===== config.mk =====
export PLATFORM = sky130hd
export DESIGN_NAME = mem_burst_adapter
export DESIGN_NICKNAME = d
export VERILOG_FILES = /design/src/rtl/mem_burst_adapter.sv
export SDC_FILE = /design/constraint.sdc
export NUM_CORES = 1
export LEC_CHECK = 0
export ABC_AREA = 1
export BUFFER_PORTS_ARGS = -buffer_cell sky130_fd_sc_hd__buf_2
export CORE_AREA = 2 2 447 449
export DETAILED_ROUTE_END_ITERATION = 10
export DIE_AREA = 0 0 449 451
export PLACE_DENSITY = 0.44
export SLEW_MARGIN = 20
export SYNTH_ARGS = -nofsm -noshare
export SYNTH_HDL_FRONTEND = slang
export SYNTH_SLANG_ARGS = --single-unit

===== constraint.sdc =====
create_clock -name clk -period 23.4 [get_ports clk]
set_input_delay 0 -clock clk [delete_from_list [all_inputs] [get_ports clk]]
set_output_delay 0 -clock clk [all_outputs]
set_load 0.05 [all_outputs]

===== src/rtl/mem_burst_adapter.sv =====
// -----------------------------------------------------------------------------
// mem_burst_adapter
//
// Purpose:
//   Sits downstream of the cache controller. It takes one full cache block read
//   or write per request and moves it as sequential narrow beats over a simple
//   req/ack memory bus. Read beats are assembled back into a full block, and
//   completion is reported through mem_ready. A beat that waits too long for
//   bus_ack aborts the transfer and sets a sticky bus_error flag.
//
// Ports:
//   clk, reset_n        single rising-edge clock, asynchronous active-low reset
//   mem_address         block address from the cache (offset bits ignored)
//   mem_read_enable     block read request
//   mem_write_enable    block write request (wins if both are high)
//   mem_write_data      block to write, beat i = bits [BEAT_BITS*i +: BEAT_BITS]
//   mem_read_data       assembled read block
//   mem_ready           high when idle and able to accept a request
//   bus_addr            byte address of the current beat
//   bus_wdata           write data of the current beat
//   bus_rdata           read data, taken when bus_req && bus_ack
//   bus_req             beat request, held high until acked
//   bus_we              1 = write beat, 0 = read beat
//   bus_ack             beat completes this cycle
//   bus_error           sticky timeout flag, cleared only by reset
// -----------------------------------------------------------------------------
module mem_burst_adapter #(
    parameter int ADDR_WIDTH = 32,
    parameter int BLOCK_BITS = 512,
    parameter int BEAT_BITS  = 32,
    parameter int TIMEOUT    = 255
) (
    input  logic                  clk,
    input  logic                  reset_n,
    input  logic [ADDR_WIDTH-1:0] mem_address,
    input  logic                  mem_read_enable,
    input  logic                  mem_write_enable,
    input  logic [BLOCK_BITS-1:0] mem_write_data,
    output logic [BLOCK_BITS-1:0] mem_read_data,
    output logic                  mem_ready,
    output logic [ADDR_WIDTH-1:0] bus_addr,
    output logic [BEAT_BITS-1:0]  bus_wdata,
    input  logic [BEAT_BITS-1:0]  bus_rdata,
    output logic                  bus_req,
    output logic                  bus_we,
    input  logic                  bus_ack,
    output logic                  bus_error
);

    localparam int NBEATS     = BLOCK_BITS / BEAT_BITS;
    localparam int BEAT_IDX_W = $clog2(NBEATS);
    localparam int BYTE_OFF   = $clog2(BEAT_BITS / 8);
    localparam int BLK_OFF    = $clog2(BLOCK_BITS / 8);
    localparam int BASE_W     = ADDR_WIDTH - BLK_OFF;

    localparam logic [BEAT_IDX_W-1:0] LAST_BEAT = BEAT_IDX_W'(NBEATS - 1);
    localparam logic [7:0]            TO_LAST   = 8'(TIMEOUT - 1);

    typedef enum logic [1:0] {
        ST_IDLE,
        ST_READ,
        ST_WRITE
    } state_t;

    state_t                  state;
    logic [BASE_W-1:0]       base_hi;
    logic [BEAT_IDX_W-1:0]   beat_cnt;
    logic [BEAT_IDX_W-1:0]   next_beat;
    logic [7:0]              to_cnt;
    logic [BLOCK_BITS-1:0]   wblock;

    // Offset bits of the block address carry no information for a block transfer.
    logic unused_addr_bits;
    assign unused_addr_bits = ^mem_address[BLK_OFF-1:0];

    assign next_beat = beat_cnt + 1'b1;

    // NOTE: the latched write block is pure datapath and is only read after a
    // write has been accepted, so it needs no reset; keeping it out of the
    // reset domain also keeps 512 flops off the reset tree.
    always_ff @(posedge clk) begin
        if (state == ST_IDLE && mem_write_enable) begin
            wblock <= mem_write_data;
        end
    end

    // NOTE: all state below uses non-blocking assignments so every register
    // samples the pre-edge values, independent of statement order.
    always_ff @(posedge clk or negedge reset_n) begin
        if (!reset_n) begin
            state         <= ST_IDLE;
            base_hi       <= '0;
            beat_cnt      <= '0;
            to_cnt        <= '0;
            mem_ready     <= 1'b1;
            mem_read_data <= '0;
            bus_req       <= 1'b0;
            bus_we        <= 1'b0;
            bus_addr      <= '0;
            bus_wdata     <= '0;
            bus_error     <= 1'b0;
        end else begin
            case (state)
                ST_IDLE: begin
                    // Write takes priority when both enables are high.
                    if (mem_write_enable || mem_read_enable) begin
                        base_hi   <= mem_address[ADDR_WIDTH-1:BLK_OFF];
                        beat_cnt  <= '0;
                        to_cnt    <= '0;
                        mem_ready <= 1'b0;
                        bus_req   <= 1'b1;
                        bus_we    <= mem_write_enable;
                        bus_addr  <= {mem_address[ADDR_WIDTH-1:BLK_OFF], {BLK_OFF{1'b0}}};
                        if (mem_write_enable) begin
                            bus_wdata <= mem_write_data[BEAT_BITS-1:0];
                            state     <= ST_WRITE;
                        end else begin
                            state     <= ST_READ;
                        end
                    end
                end

                ST_READ, ST_WRITE: begin
                    // bus_req is always high in these states, so bus_ack alone
                    // marks beat completion.
                    if (bus_ack) begin
                        to_cnt <= '0;
                        if (state == ST_READ) begin
                            mem_read_data[beat_cnt*BEAT_BITS +: BEAT_BITS] <= bus_rdata;
                        end
                        if (beat_cnt == LAST_BEAT) begin
                            state     <= ST_IDLE;
                            mem_ready <= 1'b1;
                            bus_req   <= 1'b0;
                        end else begin
                            beat_cnt <= next_beat;
                            // Beat index is spliced in below the block base, so
                            // the address can never carry out of the block.
                            bus_addr <= {base_hi, next_beat, {BYTE_OFF{1'b0}}};
                            if (state == ST_WRITE) begin
                                bus_wdata <= wblock[next_beat*BEAT_BITS +: BEAT_BITS];
                            end
                        end
                    end else if (to_cnt == TO_LAST) begin
                        // Counter reaches TIMEOUT on this edge: abandon the block.
                        to_cnt    <= '0;
                        bus_error <= 1'b1;
                        state     <= ST_IDLE;
                        mem_ready <= 1'b1;
                        bus_req   <= 1'b0;
                    end else begin
                        to_cnt <= to_cnt + 8'd1;
                    end
                end

                default: begin
                    state     <= ST_IDLE;
                    mem_ready <= 1'b1;
                    bus_req   <= 1'b0;
                end
            endcase
        end
    end

endmodule


# Word-level counts from Yosys, hierarchy flattened
# Index checks and enable logic that the tools add are counted.
# Widths: inputs -> output; s select.
# classes
addsub	3
n_eq_ne	11
n_shift	3
mux	35
n_bitwise	1
n_reduce_logical	12
# op_table
operator	n
$bwmux 512	1
$shift 32x34->512 const A	1
$shiftx 32x34->512	1
$shiftx 512x10->32	1
$mux 32	8
$pmux 32 s2	2
$neg 9->34	1
$mux 8	3
$pmux 8 s2	1
$mux 4	3
$mux 2	5
$reduce_and 3->1	3
$add 8x1->8 const B	1
$eq 8x8->1 const B	1
$mux 1	8
$ne 2x2->1 const B	4
$pmux 4 s2	1
$ne 3x3->1 const B	2
$reduce_and 6->1	1
$add 4x1->4 const B	1
$eq 4x4->1 const B	1
$pmux 1 s2	2
$pmux 2 s2	1
$reduce_and 2->1	2
10 further kinds	10
# word_totals
ff_bits	1132
inputBits	581
word_cells	77

# Longest topological paths before layout
# Gate-level depths: netlist of run 1.
# logic_depth
ltp_word	6
depth_mapped	16

# Least setup slack after synthesis of run 1
# OpenSTA, ideal clock, no wires.
# synth_path
path_kind	register -> register
start	register state[0]
end	register wblock[0], enable pin
t_arrival_ns	10.590
required_time_ns	22.541
setup_slack_ns	11.951
stages_incl_launch_ff	5
cell_sequence	dfrtp_1 inv_1 ha_1 nand2_1 inv_1
# synth_via
elab_chain_len	2
# synth_lines
element	line_no	text
start, declared	65	state_t state;
start signal, assigned	91	state <= ST_IDLE;
start signal, assigned	116	state <= ST_WRITE;
start signal, assigned	118	state <= ST_READ;
$logic_not 2->1	82	if (state == ST_IDLE && mem_write_enable) begin
$logic_and 1x1->1	82	
end signal, assigned	83	wblock <= mem_write_data;
end, declared	70	logic [BLOCK_BITS-1:0] wblock;
# No other way between the ends.
# A chain may end at the register's enable or synchronous reset.

# Final worst setup path of run 1
# layout_path
start	register state[0]
end	register wblock[152], enable pin
# The elaborated chain is that of the path after synthesis.

==> results of run 1 <==
-- cells by family after synthesis --
| family | share of synthesized area, % |
|---|---|
| AO/OA/AOI/OAI | 4.621 |
| AND/OR/NAND/NOR | 25.59 |
| XOR/XNOR | 0.05594 |
| adder cells (fa/ha/maj) | 0.1864 |
| multiplexers | 0.6232 |
| other | 0.007982 |
| flip-flops | 65.43 |
| buffers and inverters | 3.489 |
-- report_power, final --
part,total [mW],switching [mW],internal [mW]
clock,2.12,0.910,1.21
sequential,2.50,0.0989,2.40
combinational,2.97,2.26,0.712
-- cells in the mapped netlist, types with 2 or more instances --
cell type	count
mux2_2	26
a31oi_1	26
buf_4	2
dfrtp_1	613
inv_1	59
a21oi_1	5
nand4_1	70
xor2_1	3
o22ai_1	3
nand2_1	1764
ha_1	7
inv_2	3
nand3_1	686
nor3_1	9
buf_1	49
clkbuf_1	286
o21ai_0	386
buf_2	26
nor4_1	56
nor3_4	3
edfxtp_1	512
o21ai_1	5
nor2_1	282
-- sequential cells by signal, summed over array words and instances (netlist names) --
| signal | flops |
|---|---|
| mem_read_data | 512 |
| wblock | 512 |
| bus_wdata | 32 |
| bus_addr | 27 |
| base_hi | 26 |
| to_cnt | 8 |
| beat_cnt | 3 |
| state | 2 |
| bus_error | 1 |
| bus_req | 1 |
| bus_we | 1 |
| mem_ready | 1 |
-- routing by layer --
metal,vias to the layer above,share of wire (%),GRT usage (%)
li1,20770,-,-
met1,21780,39,24.80
met2,1644,52,39.06
met3,360,5.0,3.848
met4,4,4.7,9.670
met5,-,0.012,0
-- worst register-to-register path, cell delays in order (launching register included) --
cell and delay [ns]:
dfrtp_1 0.39, inv_1 0.10, ha_4 0.15, nand2_1 0.17, inv_8 0.33, buf_4 0.75, buf_4 0.95, buf_4 0.93
buf_4 0.87
-- layout make-up --
class	count	area, um2	area share (%)
clock inverters	48	543.0	0.7623
well taps	2656	3323	4.665
clock buffers	194	3804	5.339
multi-input cells	3337	14790	20.77
repair buffers	2352	17700	24.85
inverters	63	264.0	0.3706
diodes	25	62.56	0.08782
flip-flops and latches	1126	30740	43.16
-- worst min-delay path by stage --
stage                                   start                        endpoint  slack (ns)
after CTS                 mem_write_data[318]           wblock[318]$_DFFE_PP_       0.002
after detailed placement              reset_n  mem_read_data[206]$_DFFE_PN0P_        0.18
after global placement                reset_n  mem_read_data[206]$_DFFE_PN0P_        0.18
after floorplan                       reset_n          base_hi[0]$_DFFE_PN0P_       -0.30
final                      mem_write_data[63]            wblock[63]$_DFFE_PP_        0.05
after global routing      mem_write_data[482]           wblock[482]$_DFFE_PP_        0.03
-- stage by stage --
step	hold WS, ns	setup WS, ns	instances
final	0.04811	18.38	9801
after global routing	0.02956	18.02	9800
after CTS	0.002480	18.28	9776
after detailed placement	0.1781	18.29	8400
after global placement	0.1767	18.34	8400
after floorplan	-0.2956	11.95	4889
==> impl_metrics.sql, run 1 <==
INSERT INTO impl_metrics (metric_group, metric, value, unit) VALUES
('route', 'detail_route.vias_per_cell', '4.546', ''),
('synthesis', 'number_of_synthesized_flops_with_an_enable_pin', '512', ''),
('timing', 'setup-tns-final', '0', 'ns'),
('timing', 'finalClockSkew', '0.02517', 'ns'),
('critical_path', 'worstPathMaxFanout', '77', ''),
('timing', 'layout_min_cycle_time', '5.019', 'ns'),
('route', 'total_wire_length_after_detailed_routing', '225200', 'um'),
('cts', 'clockBufferDepth', '3', ''),
('cts', 'cts-root-buf', 'clkbuf_16', ''),
('finish', 'finalNetCount', '7604', ''),
('grt', 'grt_usage', '21.62', '%'),
('critical_path', 'critical_path.max_stage_delay', '0.90', 'ns'),
('grt', 'antenna_violations_before_repair', '32', ''),
('finish', 'final_common_cell', 'nand2_1', ''),
('die', 'fp.dieH', '451', 'um'),
('grt', 'first_global_vias', '45030', ''),
('die', 'io_pins', '1161', ''),
('critical_path', 'crit_slowest_cell', 'buf_4', ''),
('route', 'initialDrtViolationCount', '3559', ''),
('critical_path', 'cell_repeated_most_along_the_worst_path', 'buf_4', ''),
('finish', 'fraction_of_layout_instances_using_a_drive_strength_above_1', '20.73', '%'),
('synthesis', 'yosys-top-cells-area', 'edfxtp_1, dfrtp_1, nand2_1', ''),
('synthesis', 'netlist_area', '46980', 'um2'),
('route', 'route.detailed.wl_per_inst', '22.98', 'um'),
('critical_path', 'timing.rr.end', 'wblock[152]$_DFFE_PP_', ''),
('place', 'numPortBuffers', '1152', ''),
('power', 'power.density', '106.5', 'nW/um2'),
('finish', 'nFillCells', '20290', ''),
('timing', 'setup_violations', '0', ''),
('critical_path', 'timing.critical_path.depth', '8', ''),
('flow_run', 'cap_viol_max_count', '0', ''),
('critical_path', 'criticalPathCategory', 'register to register', ''),
('grt', 'grt_overflow_total', '0', ''),
('synthesis', 'synth_top_cell_by_area', 'edfxtp_1', ''),
('cts', 'ctsResizeCount', '0', ''),
('finish', 'postLayoutCoreUtil', '35.94', '%'),
('die', 'std_cell_rows', '164', ''),
('synthesis', 'syn_avg_cell_area', '9.612', 'um2'),
('timing', 'max_freq', '199.2', 'MHz'),
('route', 'dr_total_vias', '44560', ''),
('cts', 'cts-hold-fix-buffers', '1134', ''),
('critical_path', 'timing.reg2reg.worst_path_depth', '8', ''),
('grt', 'grt_start_max_net_pins', '137', ''),
('synthesis', 'ys_types', '30', ''),
('grt', 'grt_pass1_wl', '321400', 'um'),
('status', 'outcome', 'complete, no violations', ''),
('place', 'placedInstanceArea', '55460', 'um2'),
('die', 'initial_core_util', '23.70', '%'),
('critical_path', 'critPathBufInv', '6', ''),
('route', 'detail-route-antenna-nets', '0', ''),
('timing', 'tightest_slew', '1.030', 'ns'),
('critical_path', 'cp_data_arrival_time', '5.44', 'ns'),
('power', 'leakagePower', '32.06', 'nW'),
('critical_path', 'critical_path.cell_chain', 'inv_1 > ha_4 > nand2_1 > inv_8 > buf_4 > buf_4 > buf_4 > buf_4', ''),
('route', 'drc', '0', ''),
('cts', 'cts_buffers', '136', ''),
('timing', 'report.final.hold_viol_count', '0', ''),
('timing', 'slew-limit-headroom', '31.35', '%'),
('cts', 'clock-sinks', '1126', ''),
('synthesis', 'yosysWarnings', '0', ''),
('synthesis', 'synth_sequential_area_ratio', '65.43', '%'),
('synthesis', 'yosys_most_used_dff', 'dfrtp_1', ''),
('finish', 'postLayoutCellArea', '71240', 'um2'),
('critical_path', 'worst_r2r_setup_slack', '18.38', 'ns'),
('synthesis', 'yosys.area.top_type_share', '32.73', '%'),
('place', 'place.detailed.hpwl', '149300', 'um'),
('cts', 'insertion_delay', '0.80', 'ns'),
('die', 'placeable_core_region', '198200', 'um2'),
('timing', 'rsz0062_at_grt', 'false', ''),
('synthesis', 'asyncSetResetFlopFracSynth', '54.53', '%'),
('critical_path', 'beginning_of_the_critical_path', 'state[0]$_DFFE_PN0P_', '');
No activity file was read; power rests on OpenSTA's default activity.
==> inputs of run 2 (changes only) <==
CORE_AREA = 2 2 450 452   (was 2 2 447 449)
DIE_AREA = 0 0 452 454   (was 0 0 449 451)
PLACE_DENSITY = 0.45   (was 0.44)
clock period = 4.19 ns   (was 23.4 ns; I/O delays follow)
==> impl_metrics.sql, run 2 (same netlist as run 1, synthesis figures left out) <==
INSERT INTO impl_metrics (metric_group, metric, value, unit) VALUES
('finish', 'postLayoutCoreUtil', '35.62', '%'),
('critical_path', 'timing.critical_path.max_delay_family', 'simple AND/OR/NAND/NOR gates', ''),
('worst_hold_path', 'worst_hold_path.num_cells', '2', ''),
('die', 'total_die_area', '205200', 'um2'),
('timing', 'report.final.hold_viol_count', '0', ''),
('critical_path', 'critical_path.cell_chain', 'inv_8 > ha_4 > buf_4 > nand4_1 > nor2_4 > nand2_2 > nand2_1 > nand2_1', ''),
('grt', 'grt_usage', '21.55', '%'),
('critical_path', 'cp_data_arrival_time', '4.17', 'ns'),
('place', 'numPortBuffers', '1152', ''),
('cts', 'insertion_delay', '0.80', 'ns'),
('power', 'vdd.ir_drop.worst', '0.7066', 'mV'),
('critical_path', 'timing.critical_path.depth', '8', ''),
('cts', 'cts-root-buf', 'clkbuf_16', ''),
('power', 'p_clk_share', '27.2', '%'),
('grt', 'first_global_vias', '45180', ''),
('cts', 'post_cts_buffers', '0', ''),
('timing', 'rsz0062_at_grt', 'false', ''),
('cts', 'tritoncts', 'yes', ''),
('finish', 'largestRegisters', 'mem_read_data: 512 flops, wblock: 512 flops, bus_wdata: 32 flops', ''),
('timing', 'fin_crit_sh', '83.44', '%'),
('route', 'detail-route-antenna-nets', '0', ''),
('timing', 'layout_min_cycle_time', '3.496', 'ns'),
('worst_hold_path', 'hp-class', 'input port to register', ''),
('finish', 'synthesis_to_finish_area_growth', '52.30', '%'),
('power', 'combPwrFrac', '40.1', '%'),
('power', 'finalPower', '42.75', 'mW'),
('critical_path', 'setup.worst_path.end_class', 'register', ''),
('finish', 'multiInputGateArea', '14800', 'um2'),
('critical_path', 'timing.reg2reg.worst_path_depth', '8', ''),
('critical_path', 'criticalPathCategory', 'register to register', ''),
('cts', 'cts-hold-fix-buffers', '1133', ''),
('timing', 'setup-tns-final', '0', 'ns'),
('power', 'internal_power', '24.17', 'mW'),
('timing', 'finalClockSkew', '0.02914', 'ns'),
('timing', 'max_freq', '286.0', 'MHz'),
('place', 'place.detailed.hpwl', '153500', 'um'),
('finish', 'finalNetCount', '7620', ''),
('route', 'drt-pass1-iter-count', '6', ''),
('flow_run', 'cap_viol_max_count', '0', ''),
('critical_path', 'cell_repeated_most_along_the_worst_path', 'nand2_1', ''),
('place', 'gp_routability_congestion', '0.8395', ''),
('die', 'fp.dieH', '454', 'um'),
('die', 'std_cell_rows', '165', ''),
('die', 'io_pins', '1161', ''),
('grt', 'grt_overflow_total', '0', ''),
('finish', 'regArea', '30740', 'um2'),
('route', 'route.detailed.wl_per_inst', '23.18', 'um'),
('grt', 'grt_start_max_net_pins', '169', ''),
('grt', 'grt_pass1_wl', '322300', 'um'),
('cts', 'clockBufferDepth', '3', ''),
('timing', 'slew_viol_final', '0', ''),
('critical_path', 'critical_path.max_stage_delay', '0.66', 'ns'),
('finish', 'fraction_of_layout_instances_using_a_drive_strength_above_1', '21.03', '%'),
('cts', 'ctsResizeCount', '0', ''),
('route', 'total_wire_length_after_detailed_routing', '228100', 'um'),
('die', 'die_w', '452', 'um'),
('finish', 'layout_common_cells', 'nand2_1, buf_2, dlygate4sd3_1', ''),
('timing', 'setup_violations', '0', ''),
('power', 'p_switching', '18.58', 'mW'),
('finish', 'nFillCells', '20270', ''),
('power', 'power.density', '597.5', 'nW/um2'),
('die', 'placeable_core_region', '200900', 'um2'),
('critical_path', 'crit_slowest_cell', 'nand2_2', ''),
('power', 'share_seq_of_total_power', '32.7', '%'),
('cts', 'clkTransAtPathRegs', '0.06', 'ns'),
('power', 'fraction_of_power_spent_switching_nets', '43.47', '%'),
('status', 'outcome', 'complete, no violations', ''),
('cts', 'clock-sinks', '1126', ''),
('critical_path', 'worstPathMaxFanout', '39', ''),
('grt', 'antenna_violations_before_repair', '33', ''),
('critical_path', 'critical_path_required', '4.87', 'ns'),
('route', 'dr_total_vias', '44820', ''),
('timing', 'slew-limit-headroom', '29.77', '%'),
('cts', 'number_of_levels_the_h_tree_was_split_into', '4', ''),
('cts', 'cts_buffers', '136', ''),
('critical_path', 'critPathBufInv', '2', ''),
('route', 'detail_route.vias_per_cell', '4.555', ''),
('timing', 'fin_hold_ws', '0.05722', 'ns'),
('critical_path', 'start_kind', 'register', ''),
('route', 'drc', '0', ''),
('power', 'leakagePower', '32.19', 'nW'),
('route', 'initialDrtViolationCount', '3628', ''),
('finish', 'final_common_cell', 'nand2_1', ''),
('die', 'initial_core_util', '23.39', '%'),
('timing', 'tightest_slew', '1.053', 'ns');
[run 2: power groups by stage]
stage          clock network, mW  logic (mW)  registers, mW
4_1_cts                     11.9        17.4           13.9
6_report                    11.6        17.1           14.0
2_1_floorplan                  0        8.10           15.7
3_3_place_gp                   0        16.3           14.1
3_5_place_dp                   0        16.4           14.1
5_1_grt                     12.4        18.5           14.1
[run 2: worst reg2reg max path, delay by kind of cell (launching register included)]
family	cells	cell delay [ns]
buffers and inverters	2	0.74
AND/OR/NAND/NOR	5	1.83
flip-flops	1	0.53
adder cells (fa/ha/maj)	1	0.28
[run 2: area by class of cell]
class / count / share of cell area (%)
Sequential cell: 1126 / 42.97
Timing Repair Buffer: 2368 / 25.20
Multi-Input combinational cell: 3337 / 20.69
Clock buffer: 193 / 5.353
Tap cell: 2672 / 4.672
Clock inverter: 51 / 0.6487
Inverter: 63 / 0.3637
Antenna cell: 31 / 0.1084
[run 2: stage by stage]
step           setup WS, ns  cell area, um2  instances
6_report             0.6938           71550       9841
5_1_grt              0.4703           71530       9833
4_1_cts              0.6894           71470       9810
3_5_place_dp         0.7029           55820       8433
3_3_place_gp         0.7491           55820       8433
2_1_floorplan        -4.561           46990       4889
[run 2: final timing paths]
kind                                                    start  slack, ns                             end
worst min register to register  mem_read_data[36]$_DFFE_PN0P_       0.47   mem_read_data[36]$_DFFE_PN0P_
worst max register to register        beat_cnt[0]$_DFFE_PN0P_       0.69   mem_read_data[54]$_DFFE_PN0P_
max in group asynchronous                             reset_n       2.94  mem_read_data[400]$_DFFE_PN0P_
min in group asynchronous                             reset_n       0.55  mem_read_data[304]$_DFFE_PN0P_
worst min-delay path                      mem_write_data[312]       0.06           wblock[312]$_DFFE_PP_
worst max-delay path                  beat_cnt[0]$_DFFE_PN0P_       0.69   mem_read_data[54]$_DFFE_PN0P_
[run 2: metal layers]
layer | wire length, um | global-route usage (%) | part of all wire [%]
met1 | 88110 | 24.99 | 39
met2 | 117300 | 38.62 | 51
met3 | 11720 | 3.567 | 5.1
met5 | 41 | 0 | 0.018
met4 | 10910 | 10.03 | 4.8
